## src/rtl/onij_gather_sequencer.sv

```systemverilog
// onij_gather_sequencer: for each of the 16 pixels of a 4x4 output tile, reads the
// 9 kernel-tap psum words (3x3 kernel over a 6x6 input tile), sums them lane-wise
// and presents the result on a valid/ready output port with optional ReLU.
module onij_gather_sequencer #(
  parameter int unsigned COL     = 8,
  parameter int unsigned PSUM_BW = 16
) (
  input  logic                     clk,
  input  logic                     reset_n,
  input  logic                     start,
  input  logic                     relu_en,
  output logic                     psum_ren,
  output logic [8:0]               psum_addr,
  input  logic [COL*PSUM_BW-1:0]   psum_rdata,
  output logic                     out_valid,
  input  logic                     out_ready,
  output logic [COL*PSUM_BW-1:0]   out_data,
  output logic [3:0]               out_addr,
  output logic                     busy,
  output logic                     done
);

  localparam int unsigned DATA_W = COL * PSUM_BW;
  localparam int unsigned ADDR_W = 9;
  localparam int unsigned KIJ_W  = 4;
  localparam int unsigned ONIJ_W = 4;

  localparam logic [KIJ_W-1:0]  KIJ_LAST  = KIJ_W'(8);
  localparam logic [ONIJ_W-1:0] ONIJ_LAST = ONIJ_W'(15);

  typedef enum logic [2:0] {
    IDLE  = 3'd0,
    READ  = 3'd1,
    DRAIN = 3'd2,
    OUT   = 3'd3,
    DONE  = 3'd4
  } state_t;

  state_t              state, state_nxt;
  logic [KIJ_W-1:0]    kij, kij_nxt;
  logic [ONIJ_W-1:0]   o_nij, o_nij_nxt;
  logic                relu_q, relu_nxt;

  logic                rd_pend;
  logic                rd_first;
  logic [DATA_W-1:0]   acc, acc_nxt;

  logic                psum_ren_d;
  logic [ADDR_W-1:0]   psum_addr_d;
  logic                out_valid_d;
  logic [DATA_W-1:0]   out_data_d;
  logic [ONIJ_W-1:0]   out_addr_d;
  logic                busy_d;
  logic                done_d;
  logic [PSUM_BW-1:0]  out_lane;

  // Memory address of kernel tap k for output pixel onij: k*36 + input-tile nij.
  function automatic logic [ADDR_W-1:0] tap_addr(input logic [ONIJ_W-1:0] onij,
                                                 input logic [KIJ_W-1:0]  k);
    logic [ADDR_W-1:0] kk, k_row, k_col, o_row, o_col;
    kk = ADDR_W'(k);
    if (kk >= ADDR_W'(6)) begin
      k_row = ADDR_W'(2);
    end else if (kk >= ADDR_W'(3)) begin
      k_row = ADDR_W'(1);
    end else begin
      k_row = '0;
    end
    k_col = kk - ADDR_W'(3) * k_row;
    o_row = ADDR_W'(onij[3:2]);
    o_col = ADDR_W'(onij[1:0]);
    return kk * ADDR_W'(36) + (o_row + k_row) * ADDR_W'(6) + o_col + k_col;
  endfunction

  // State, counters and registered outputs.
  always_ff @(posedge clk) begin
    if (!reset_n) begin
      state     <= IDLE;
      kij       <= '0;
      o_nij     <= '0;
      relu_q    <= 1'b0;
      psum_ren  <= 1'b0;
      psum_addr <= '0;
      out_valid <= 1'b0;
      out_data  <= '0;
      out_addr  <= '0;
      busy      <= 1'b0;
      done      <= 1'b0;
    end else begin
      state     <= state_nxt;
      kij       <= kij_nxt;
      o_nij     <= o_nij_nxt;
      relu_q    <= relu_nxt;
      psum_ren  <= psum_ren_d;
      psum_addr <= psum_addr_d;
      out_valid <= out_valid_d;
      out_data  <= out_data_d;
      out_addr  <= out_addr_d;
      busy      <= busy_d;
      done      <= done_d;
    end
  end

  // Next state and tap/pixel counter sequencing.
  always_comb begin
    state_nxt = state;
    kij_nxt   = kij;
    o_nij_nxt = o_nij;
    relu_nxt  = relu_q;
    case (state)
      IDLE: begin
        if (start) begin
          state_nxt = READ;
          kij_nxt   = '0;
          o_nij_nxt = '0;
          relu_nxt  = relu_en;
        end
      end
      READ: begin
        if (kij == KIJ_LAST) begin
          state_nxt = DRAIN;
          kij_nxt   = '0;
        end else begin
          kij_nxt = kij + KIJ_W'(1);
        end
      end
      DRAIN: state_nxt = OUT;
      OUT: begin
        if (out_ready) begin
          if (o_nij == ONIJ_LAST) begin
            state_nxt = DONE;
          end else begin
            o_nij_nxt = o_nij + ONIJ_W'(1);
            state_nxt = READ;
          end
        end
      end
      DONE:    state_nxt = IDLE;
      default: state_nxt = IDLE;
    endcase
  end

  // Output decode for the upcoming cycle, registered in the state process.
  always_comb begin
    psum_ren_d  = 1'b0;
    psum_addr_d = '0;
    out_valid_d = 1'b0;
    out_data_d  = '0;
    out_addr_d  = '0;
    busy_d      = (state_nxt != IDLE);
    done_d      = 1'b0;
    out_lane    = '0;
    case (state_nxt)
      READ: begin
        psum_ren_d  = 1'b1;
        psum_addr_d = tap_addr(o_nij_nxt, kij_nxt);
      end
      OUT: begin
        out_valid_d = 1'b1;
        out_addr_d  = o_nij_nxt;
        for (int unsigned l = 0; l < COL; l++) begin
          out_lane = acc_nxt[l*PSUM_BW +: PSUM_BW];
          out_data_d[l*PSUM_BW +: PSUM_BW] = (relu_nxt && out_lane[PSUM_BW-1]) ? '0 : out_lane;
        end
      end
      DONE:    done_d = 1'b1;
      default: ;
    endcase
  end

  // Track which read returns this cycle; the accumulator follows the returned data.
  always_ff @(posedge clk) begin
    if (!reset_n) begin
      rd_pend  <= 1'b0;
      rd_first <= 1'b0;
      acc      <= '0;
    end else begin
      rd_pend  <= (state == READ);
      rd_first <= (state == READ) && (kij == '0);
      acc      <= acc_nxt;
    end
  end

  // Lane-wise wrap-around accumulation; first tap of a pixel overwrites.
  always_comb begin
    acc_nxt = acc;
    if (rd_pend) begin
      for (int unsigned l = 0; l < COL; l++) begin
        if (rd_first) begin
          acc_nxt[l*PSUM_BW +: PSUM_BW] = psum_rdata[l*PSUM_BW +: PSUM_BW];
        end else begin
          acc_nxt[l*PSUM_BW +: PSUM_BW] = acc[l*PSUM_BW +: PSUM_BW] + psum_rdata[l*PSUM_BW +: PSUM_BW];
        end
      end
    end
  end

endmodule

```

## config.mk

```make
export PLATFORM = sky130hd
export DESIGN_NAME = onij_gather_sequencer
export DESIGN_NICKNAME = d
export VERILOG_FILES = /design/src/rtl/onij_gather_sequencer.sv
export SDC_FILE = /design/constraint.sdc
export NUM_CORES = 1
export LEC_CHECK = 0
export BUFFER_PORTS_ARGS = -buffer_cell sky130_fd_sc_hd__buf_4
export CORE_MARGIN = 1
export CORE_UTILIZATION = 60
export CTS_CLUSTER_DIAMETER = 80
export DETAILED_ROUTE_END_ITERATION = 8
export GPL_ROUTABILITY_DRIVEN = 0
export PLACE_DENSITY = 0.94
export SLEW_MARGIN = 20
export SYNTH_ARGS = -nofsm -noshare
export SYNTH_HDL_FRONTEND = slang
export SYNTH_SLANG_ARGS = --single-unit
```

## constraint.sdc

```tcl
create_clock -name clk -period 7.8 [get_ports clk]
set_input_delay 0.78 -clock clk [delete_from_list [all_inputs] [get_ports clk]]
set_output_delay 0.78 -clock clk [all_outputs]
set_load 0.1 [all_outputs]
```

== After elaboration in Yosys (flattened, before gate mapping) ==
Index checks and enable logic that the tools add are counted.
Cells by class
  $mul: 3
  equal/unequal tests: 8
  bitwise gates (word level): 2
  add/subtract/negate cells: 15
  reduce and logical (&&, ||, !) cells: 22
  multiplexer cells: 29
  magnitude comparators: 2
Operators with widths (count)
  16-bit adder: 8
  128-bit 2-to-1 mux: 1
  16-bit 2-to-1 mux: 8
  3-bit OR reduction: 8
  4-bit 2-to-1 mux: 5
  9-bit adder: 2
  4-bit one-hot mux with 2 select lines: 2
  3-bit 2-to-1 mux: 4
  3-bit one-hot mux with 4 select lines: 1
  2-bit by 9-bit adder with 9-bit output: 1
  9-bit by 2-bit adder with 9-bit output: 1
  3-bit by 2-bit == test with 1-bit output, second input constant: 3
  1-bit logical AND: 9
  2-bit by 9-bit multiplier with 9-bit output, first input constant: 1
  9-bit by 2-bit multiplier with 8-bit output, second input constant: 1
  9-bit 2-to-1 mux: 1
  4-bit by 9-bit subtractor with 9-bit output: 1
  4-bit by 1-bit adder with 4-bit output, second input constant: 2
  4-bit == test, second input constant: 2
  4-bit by 4-bit multiplier with 7-bit output, second input constant: 1
  3-bit by 1-bit == test with 1-bit output, second input constant: 2
  1-bit 2-to-1 mux: 6
  4-bit by 2-bit >= comparator with 1-bit output, second input constant: 1
  4-bit by 3-bit >= comparator with 1-bit output, second input constant: 1
  7 further kinds: 9
Storage, ports and cells
  logic and storage cells: 102
  output and inout port bits: 145
  register bits after elaboration: 287
  bits of input ports: 133

== Logic depth before layout (Yosys ltp) ==
Gate-level depths: netlist of the first run.
  depth in word-level cells: 12
  gate-level depth with buffers: 26
  depth with buffers taken out: 25

== Least setup slack after synthesis of the first run ==
No wires, ideal clock.
  path type: input to register
  from: input start
  to: register psum_addr[7]
  cell stages on the path: 21
  data required time: 7.670 ns
  setup time: 0.130 ns
  buffers on the path: 1
  setup slack: 2.713 ns
  data arrival time: 4.956 ns
  cells stage by stage: o21ai_0 -> a22o_1 -> clkbuf_1 -> a211oi_1 -> nor2_1 -> ha_1 -> inv_1 -> fa_1 -> inv_1 -> ha_1 -> inv_1 -> fa_1 -> fa_1 -> inv_1 -> ha_1 -> a21o_1 -> a21o_1 -> a21o_1 -> a21oi_1 -> xor2_1 -> nor2_1
Between the ends
  cells in the longest elaborated chain, start to end: 11
  elaborated cells on any way between the ends: 21
  classes of those cells: add/sub: 5; mul: 3; order compare: 2; eq/ne: 1; mux: 9; reduce/logical: 1
Ends and longest elaborated chain
  from (decl): RTL line 10  | input logic start,
  4-bit 2-to-1 mux (*): RTL line 112  | if (start) begin
  4-bit one-hot mux with 2 select lines (*): RTL line 110  | case (state)
  named net kij_nxt[3]: RTL line 40  | logic [KIJ_W-1:0] kij, kij_nxt;
  4-bit by 2-bit >= comparator with 1-bit output: RTL line 64  | end else if (kk >= ADDR_W'(3)) begin
  1-bit 2-to-1 mux: RTL line 64
  2-bit 2-to-1 mux: RTL line 62  | if (kk >= ADDR_W'(6)) begin
  9-bit 2-to-1 mux: RTL line 153  | case (state_nxt)
  2-bit by 9-bit adder with 9-bit output: RTL line 72  | return kk * ADDR_W'(36) + (o_row + k_row) * ADDR_W'(6) + o_col + k_col;
  9-bit by 2-bit multiplier with 8-bit output: RTL line 72
  9-bit adder: RTL line 72
  9-bit by 2-bit adder with 9-bit output: RTL line 72
  9-bit adder (*): RTL line 72
  to (signal assigned): RTL line 95  | psum_addr <= psum_addr_d;
  to (decl): RTL line 13  | output logic [8:0] psum_addr,
Mark *: on every way through the listed nets, which the timed path passes. The rest lies on a longest branch. The select of a mux whose other input is x is not followed.
A chain may end at the register's enable or synchronous reset.

== Worst setup path after layout of the first run ==
  from: register kij[0]
  to: register psum_addr[8]
Between the ends
  cells in the longest elaborated chain, start to end: 12
  elaborated cells on any way between the ends: 22
  classes of those cells: add/sub: 6; mul: 3; order compare: 2; eq/ne: 2; mux: 8; reduce/logical: 1
Ends and longest elaborated chain
  from (decl): RTL line 40
  from (signal assigned): RTL line 91  | kij <= kij_nxt;
  4-bit by 1-bit adder with 4-bit output or 4-bit == test (tied branches): RTL line 124, 120
  4-bit 2-to-1 mux: RTL line 120  | if (kij == KIJ_LAST) begin
  4-bit one-hot mux with 2 select lines (*): RTL line 110
  named net kij_nxt[0]: RTL line 40
  4-bit by 2-bit >= comparator with 1-bit output: RTL line 64
  1-bit 2-to-1 mux: RTL line 64
  2-bit 2-to-1 mux: RTL line 62
  9-bit 2-to-1 mux: RTL line 153
  2-bit by 9-bit adder with 9-bit output: RTL line 72
  9-bit by 2-bit multiplier with 8-bit output: RTL line 72
  9-bit adder: RTL line 72
  9-bit by 2-bit adder with 9-bit output: RTL line 72
  9-bit adder (*): RTL line 72
Marked as above.

==> results of run 1 <==
[cell usage after synthesis (28+ instances only)]
cell	count
a21o_1	44
nor2b_1	30
nand2_1	126
a211oi_1	50
xor2_1	28
inv_1	79
ha_1	146
a21oi_1	141
o211ai_1	41
nor3_1	58
nand3_1	33
o21ai_0	119
nor2_1	289
dfxtp_1	287
and2_1	30
clkbuf_1	69
xnor2_1	44
mux2i_1	35
[final timing paths]
| kind | from | end | slack, ns | depth (start not counted) |
|---|---|---|---|---|
| max | kij[0] | psum_addr[8] | 2.13 | 23 |
| min | acc[110] | out_data[110] | 0.50 | 2 |
| max reg2reg | kij[0] | psum_addr[8] | 2.13 | 23 |
| min reg2reg | acc[110] | out_data[110] | 0.50 | 2 |
[power by group through the flow]
stage	combinational (mW)	sequential (mW)	clock (mW)
after global placement	0.781	1.59	0
after floorplan	0.571	1.63	0
after CTS	0.839	1.56	1.45
after detailed placement	0.827	1.59	0
after global routing	0.938	1.57	1.51
final	0.855	1.56	1.44
[final cells by class]
cell class              count  share of cell area
diodes                      1            0.000125
clock buffers              45              0.0455
clock inverters            10             0.00419
inverters                  80              0.0151
multi-input cells        1524               0.516
flip-flops and latches    287               0.288
well taps                 372              0.0233
repair buffers            288               0.108
[logic make-up after synthesis]
kind of cell	Yosys count	share of synthesized area
DFF	287	0.343
AOI/OAI and AO/OA	584	0.237
buffers and inverters	175	0.0422
muxes	44	0.0272
xor gates and xnor gates	72	0.0376
other	1	0.000224
and+or+nand+nor	660	0.183
adders and majority gates	163	0.129
[through the flow]
step           hold WS, ns  instance area [µm²]  worst slack (ns)  instances
2_1_floorplan        0.466                16800              2.71       1986
3_3_place_gp         0.477                19000              2.42       2551
3_5_place_dp         0.482                19000              2.01       2551
4_1_cts              0.491                20000              2.17       2606
5_1_grt              0.514                20000              1.80       2607
6_report             0.495                20000              2.13       2607
[state kept, by name (all words and copies together), names as in the netlist, 3 cells and up]
register   cells
acc          128
out_data     128
psum_addr      9
kij            4
o_nij          4
out_addr       4
state          3
[critical path: cells and delay by family, from the launching register on]
| kind | cells | cell delay, ns |
|---|---|---|
| adder cells (fa/ha/maj) | 7 | 2.47 |
| AO/OA/AOI/OAI | 6 | 1.55 |
| AND/OR/NAND/NOR | 4 | 0.54 |
| flip-flops | 1 | 0.40 |
| buffers and inverters | 5 | 0.36 |
| XOR/XNOR | 1 | 0.20 |
[metal layers]
layer  track usage  part of all wire  vias up
met5             0                 0        -
met1         0.391              0.39     7660
met3        0.0725             0.086      192
met2         0.575              0.47      807
met4         0.194             0.054        0
li1              -                 -     7621
==> run metrics, run 1 <==
most frequently used flop master after synthesis=dfxtp_1; slew at the pin closest to its max-slew limit=1.07 ns; status=complete, no violations; overall die area=28600 µm²; Util after Layout=0.736; clock slew at the register clock pins of the worst setup and hold paths=0.06 ns; most frequent standard cell in the layout excluding fill and tap cells=buf_4; die width=169 µm; pin count of the biggest net entering global routing=82; asr flop ratio synth=0; number of flip-flops and latches in the synthesized netlist=287; number of nets produced by synthesis=2282; Critical Setup Path Class=reg2reg; clock latency reported for the late side of the worst-skew pair=0.56 ns; max-slew violation total from the final report=0; cell taking the most area after synthesis=dfxtp_1; max_cap viols=0; max incr delay on CP=0.55 ns; cell-internal power=2.70 mW; Root Buffer=clkbuf_16; WP data arrival=6.08 ns; count of input and output buffers=277; Slew HR=0.286; leakage power figure=8.81 nW; Fmax achieved=0.176 GHz; routed vias=16300; synthesis warning total=0; sort of element at the end of the critical path=flop; Gate Count Post-Synth=1986; power share of the sequential group=0.405; TNS Setup=0 ns; worst vdd ir=0.000228 V; detailed-route vias per instance=6.24; number of nets in the finished design=2508; share of layout cells above drive strength 1=0.177; area of the multi-input gates=10300 µm²; slowest cell on the critical path=fa_1; final hold viol count=0; TritonCTS clock tree=built; crit path max fanout=5; count of different cell masters after synthesis=87; # setup viols final=0; Syn-to-layout area delta=19.3%; Num Clock Sinks=287; RSZ-0062 raised after global routing=false; type of the tightest min-delay check=reg2reg; post-synthesis cell area=16800 µm²; chip height=169 µm; top-level port count=278; most used cells in the layout excluding fill and tap cells=288 x buf_4, 287 x nor2_1, 285 x dfxtp_1; switching power share of the total=0.301; Pwr Total=3.86 mW; cell types with the largest area share after synthesis=dfxtp_1 34%, ha_1 11%, nor2_1 6.5%; Placement Rows=60; number of fillers in the final layout=1889; overall routed net length=49.5 mm; sequential area share after synthesis=0.343; Power Dens Cells=193 nW/µm²; Remaining DRCs=0; skew final=0.00749 ns; effective utilization at floorplan=0.617; Seq. cell area=5750 µm²; Comb pwr share=0.221; post-detail-place hpwl=34.2 mm; core area=27200 µm²; crit path launch type=flop; number of antenna violations at the first check in global routing=1; number of buffers inserted during clock tree synthesis=31; required time at the endpoint of the critical path=8.21 ns; Final period util=0.728; H-tree depth reported by CTS=1; post_cts resized=0; iteration-0 DRC count of the detailed router=1711; most used cell along the critical path=inv_1; final critical delay including setup and external delays=5.67 ns; number of enable-type register cells in the synthesized netlist=0; clock network fraction of design power=0.374; antenna violation net count after detailed routing=0; first-pass GRT wire length=78.6 mm; setup fix buffers added after clock tree synthesis=0; Mean Syn Cell Area=8.44 µm²; number of detailed-routing iterations run before antenna repair=5; worst-case clock buffer depth=3; GRT Total Usage=0.337; routed length per placed instance=19.0 µm; fraction of synthesized cell area taken by the top area cell type=0.343; gr ovfl total=0; number of global-route vias before repair=16300; Switching Power=1.16 mW; ordered list of cells on the worst path=inv_1 -> ha_1 -> nand3b_1 -> nand3_1 -> o21ai_0 -> a211oi_1 -> nor2_1 -> ha_1 -> inv_1 -> fa_1 -> inv_1 -> ha_1 -> inv_1 -> fa_1 -> fa_1 -> inv_1 -> ha_1 -> a21o_1 -> a21o_1 -> a21oi_1 -> o21ai_0 -> xnor2_1 -> nor2_1; number of buffers inserted by hold repair at cts=0
No activity file was read; power rests on OpenSTA's default activity.
==> run 2: changes to the inputs <==
- CORE_UTILIZATION: 60 -> 58
- PLACE_DENSITY: 0.94 -> 0.92
- clock period: 7.8 -> 5.9 ns (I/O delays scaled with it)
==> run 2 against run 1 <==
Sequential share of layout area is 0.13 points lower. Sequential power increased by 33%. Wire length is 1.5% lower. Register-to-register slack lost 1.8 ns. Highest routed layer unchanged. Worst setup slack lost 1.8 ns. Utilization fell by 2.1 points. Non-clock buffer count down 1. Cell count up 0.31%. Clock power increased by 41%. Count of clock-buffer cells in the layout shrank 4. Maximum frequency increased by 2.7%. Hold slack worse by 0.18 ns. Largest cell class unchanged.
==> run metrics, run 2 (synthesis results as in run 1) <==
crit path launch type=flop (unchanged); clock latency reported for the late side of the worst-skew pair=0.56 ns (about the same); largest registers=acc (128), out_data (128), psum_addr (9) (unchanged); worst-case clock buffer depth=3 (unchanged); TNS Setup=0 ns (unchanged); core area=28100 µm² (was 27200 µm²); start of the worst register-to-register path=state[1] (was kij[0]); RSZ-0062 raised after global routing=false (unchanged); number of fillers in the final layout=2054 (was 1889); Syn-to-layout area delta=19.9% (was 19.3%); WP data arrival=5.95 ns (was 6.08 ns); Stages on worst setup path=21 (was 23); worst vdd ir=0.000255 V (was 0.000228 V); final critical delay including setup and external delays=5.53 ns (was 5.67 ns); Worst Hold Path Cells=3 (was 2); chip height=172 µm (was 169 µm); number of buffers inserted during clock tree synthesis=31 (unchanged); Placement Rows=61 (was 60); overall routed net length=48.7 mm (was 49.5 mm); top-level port count=278 (unchanged); worst setup margin=0.373 ns (was 2.13 ns); routed vias=16300 (about the same); number of buffers inserted by hold repair at cts=0 (unchanged); H-tree depth reported by CTS=1 (unchanged); Final period util=0.937 (was 0.728); Root Buffer=clkbuf_16 (unchanged); post-detail-place hpwl=33.8 mm (was 34.2 mm); slew at the pin closest to its max-slew limit=1.23 ns (was 1.07 ns); share of layout cells above drive strength 1=0.179 (was 0.177); number of antenna violations at the first check in global routing=1 (unchanged); antenna violation net count after detailed routing=0 (unchanged); ordered list of cells on the worst path=nor2_1 -> o21ai_0 -> a22o_1 -> a211oi_1 -> nor2_1 -> ha_1 -> inv_1 -> fa_1 -> inv_1 -> ha_1 -> inv_1 -> fa_1 -> fa_1 -> inv_1 -> ha_1 -> a21o_1 -> a21o_1 -> a21oi_1 -> o21ai_0 -> xnor2_1 -> nor2_1 (was inv_1 -> ha_1 -> nand3b_1 -> nand3_1 -> o21ai_0 -> a211oi_1 -> nor2_1 -> ha_1 -> inv_1 -> fa_1 -> inv_1 -> ha_1 -> inv_1 -> fa_1 -> fa_1 -> inv_1 -> ha_1 -> a21o_1 -> a21o_1 -> a21oi_1 -> o21ai_0 -> xnor2_1 -> nor2_1); die width=172 µm (was 169 µm); count of input and output buffers=277 (unchanged); Fmax achieved=0.181 GHz (was 0.176 GHz); gr ovfl total=0 (unchanged); routed length per placed instance=18.6 µm (was 19.0 µm); post_cts resized=0 (unchanged); # setup viols final=0 (unchanged); sort of element at the end of the critical path=flop (unchanged); start point of the critical path=state[1] (was kij[0]); reg-to-reg setup timing slack=0.37 ns (was 2.13 ns); effective utilization at floorplan=0.597 (was 0.617); setup fix buffers added after clock tree synthesis=0 (unchanged); crit path max fanout=11 (was 5); pin count of the biggest net entering global routing=78 (was 82); max-slew violation total from the final report=0 (unchanged); iteration-0 DRC count of the detailed router=1453 (was 1711); detailed-route vias per instance=6.24 (about the same); overall die area=29600 µm² (was 28600 µm²); type of the tightest min-delay check=in2reg (was reg2reg); post-placement setup slack=0.402 ns (was 2.01 ns); number of global-route vias before repair=15900 (was 16300); clock slew at the register clock pins of the worst setup and hold paths=0.06 ns (about the same); buffers plus inverters on the worst setup path=4 (was 5); R2R Path End=psum_addr[8] (unchanged); TritonCTS clock tree=built (unchanged); leakage power figure=8.85 nW (was 8.81 nW); hold path startpoint=psum_rdata[89] (was acc[110]); Critical Setup Path Class=reg2reg (unchanged); max_cap viols=0 (unchanged); max incr delay on CP=0.54 ns (was 0.55 ns); destination of the worst hold path=acc[89] (was out_data[110]); first-pass GRT wire length=76.8 mm (was 78.6 mm); Slew HR=0.178 (was 0.286); slowest cell on the critical path=fa_1 (unchanged); Num Clock Sinks=287 (unchanged); Power Dens Cells=260 nW/µm² (was 193 nW/µm²); most used cell along the critical path=inv_1 (unchanged); skew final=0.00912 ns (was 0.00749 ns); GRT Total Usage=0.321 (was 0.337); number of nets in the finished design=2507 (was 2508); number of detailed-routing iterations run before antenna repair=6 (was 5); final hold viol count=0 (unchanged); CP top delay family=adder cells (unchanged); most used cells in the layout excluding fill and tap cells=287 x nor2_1, 287 x buf_4, 285 x dfxtp_1 (was 288 x buf_4, 287 x nor2_1, 285 x dfxtp_1); logic depth of the worst register-to-register path=21 (was 23); required time at the endpoint of the critical path=6.32 ns (was 8.21 ns); Remaining DRCs=0 (unchanged); status=complete, no violations (unchanged)
[run 2: cell types whose count changed in the layout (fill, tap and decap cells not counted), moves of 2 or more]
cell,change
bufinv_16,+3
clkbuf_1,-4
diode_2,+2
clkinv_4,+3
[run 2: layout make-up]
type                       instances  area [µm²]  area share
inverter                          80         303      0.0151
multi-input combinational       1524       10300       0.514
antenna                            3        7.51    0.000374
tap                              378         473      0.0235
sequential                       287        5750       0.286
clock buffer                      41         883      0.0440
timing repair buffer             287        2150       0.107
clock inverter                    15         189     0.00941
[run 2: stage by stage]
stage | utilization | cell area [µm²] | hold WS [ns] | power (mW) | instances
floorplan | - | 16800 | 0.466 | 2.91 | 1986
global placement | 0.677 | 19000 | 0.479 | 3.14 | 2556
detailed placement | 0.677 | 19000 | 0.512 | 3.19 | 2556
CTS | 0.715 | 20100 | 0.299 | 5.22 | 2612
global route | 0.715 | 20100 | 0.321 | 5.43 | 2613
finish | 0.715 | 20100 | 0.313 | 5.22 | 2615
[run 2: report_power, final]
group / switching, mW / leakage [nW] / total [mW] / internal, mW
logic: 0.669 / 5.98 / 1.12 / 0.451
clock network: 0.808 / 0.532 / 2.03 / 1.22
registers: 0.0588 / 2.33 / 2.07 / 2.01
[run 2: tightest hold or removal path: cells and delay by family]
kind / cells / cell delay, ns
compound gates: 1 / 0.08
buf+inv: 1 / 0.09
simple gates: 1 / 0.08
[run 2: how the worst max path moves through the flow]
| stage | slack [ns] | end |
|---|---|---|
| 5_1_grt | 0.04 | psum_addr[8] |
| 6_report | 0.37 | psum_addr[8] |
| 3_5_place_dp | 0.40 | psum_addr[8] |
| 2_1_floorplan | 0.86 | psum_addr[7] |
| 4_1_cts | 0.36 | psum_addr[8] |
| 3_3_place_gp | 0.70 | psum_addr[7] |
[run 2: per-layer routing]
layer / GRT usage / share of wire / wire [µm]
met1: 0.375 / 0.39 / 18800
met2: 0.547 / 0.47 / 22700
met3: 0.0620 / 0.093 / 4510
met4: 0.186 / 0.055 / 2680
met5: 0 / 0 / 0
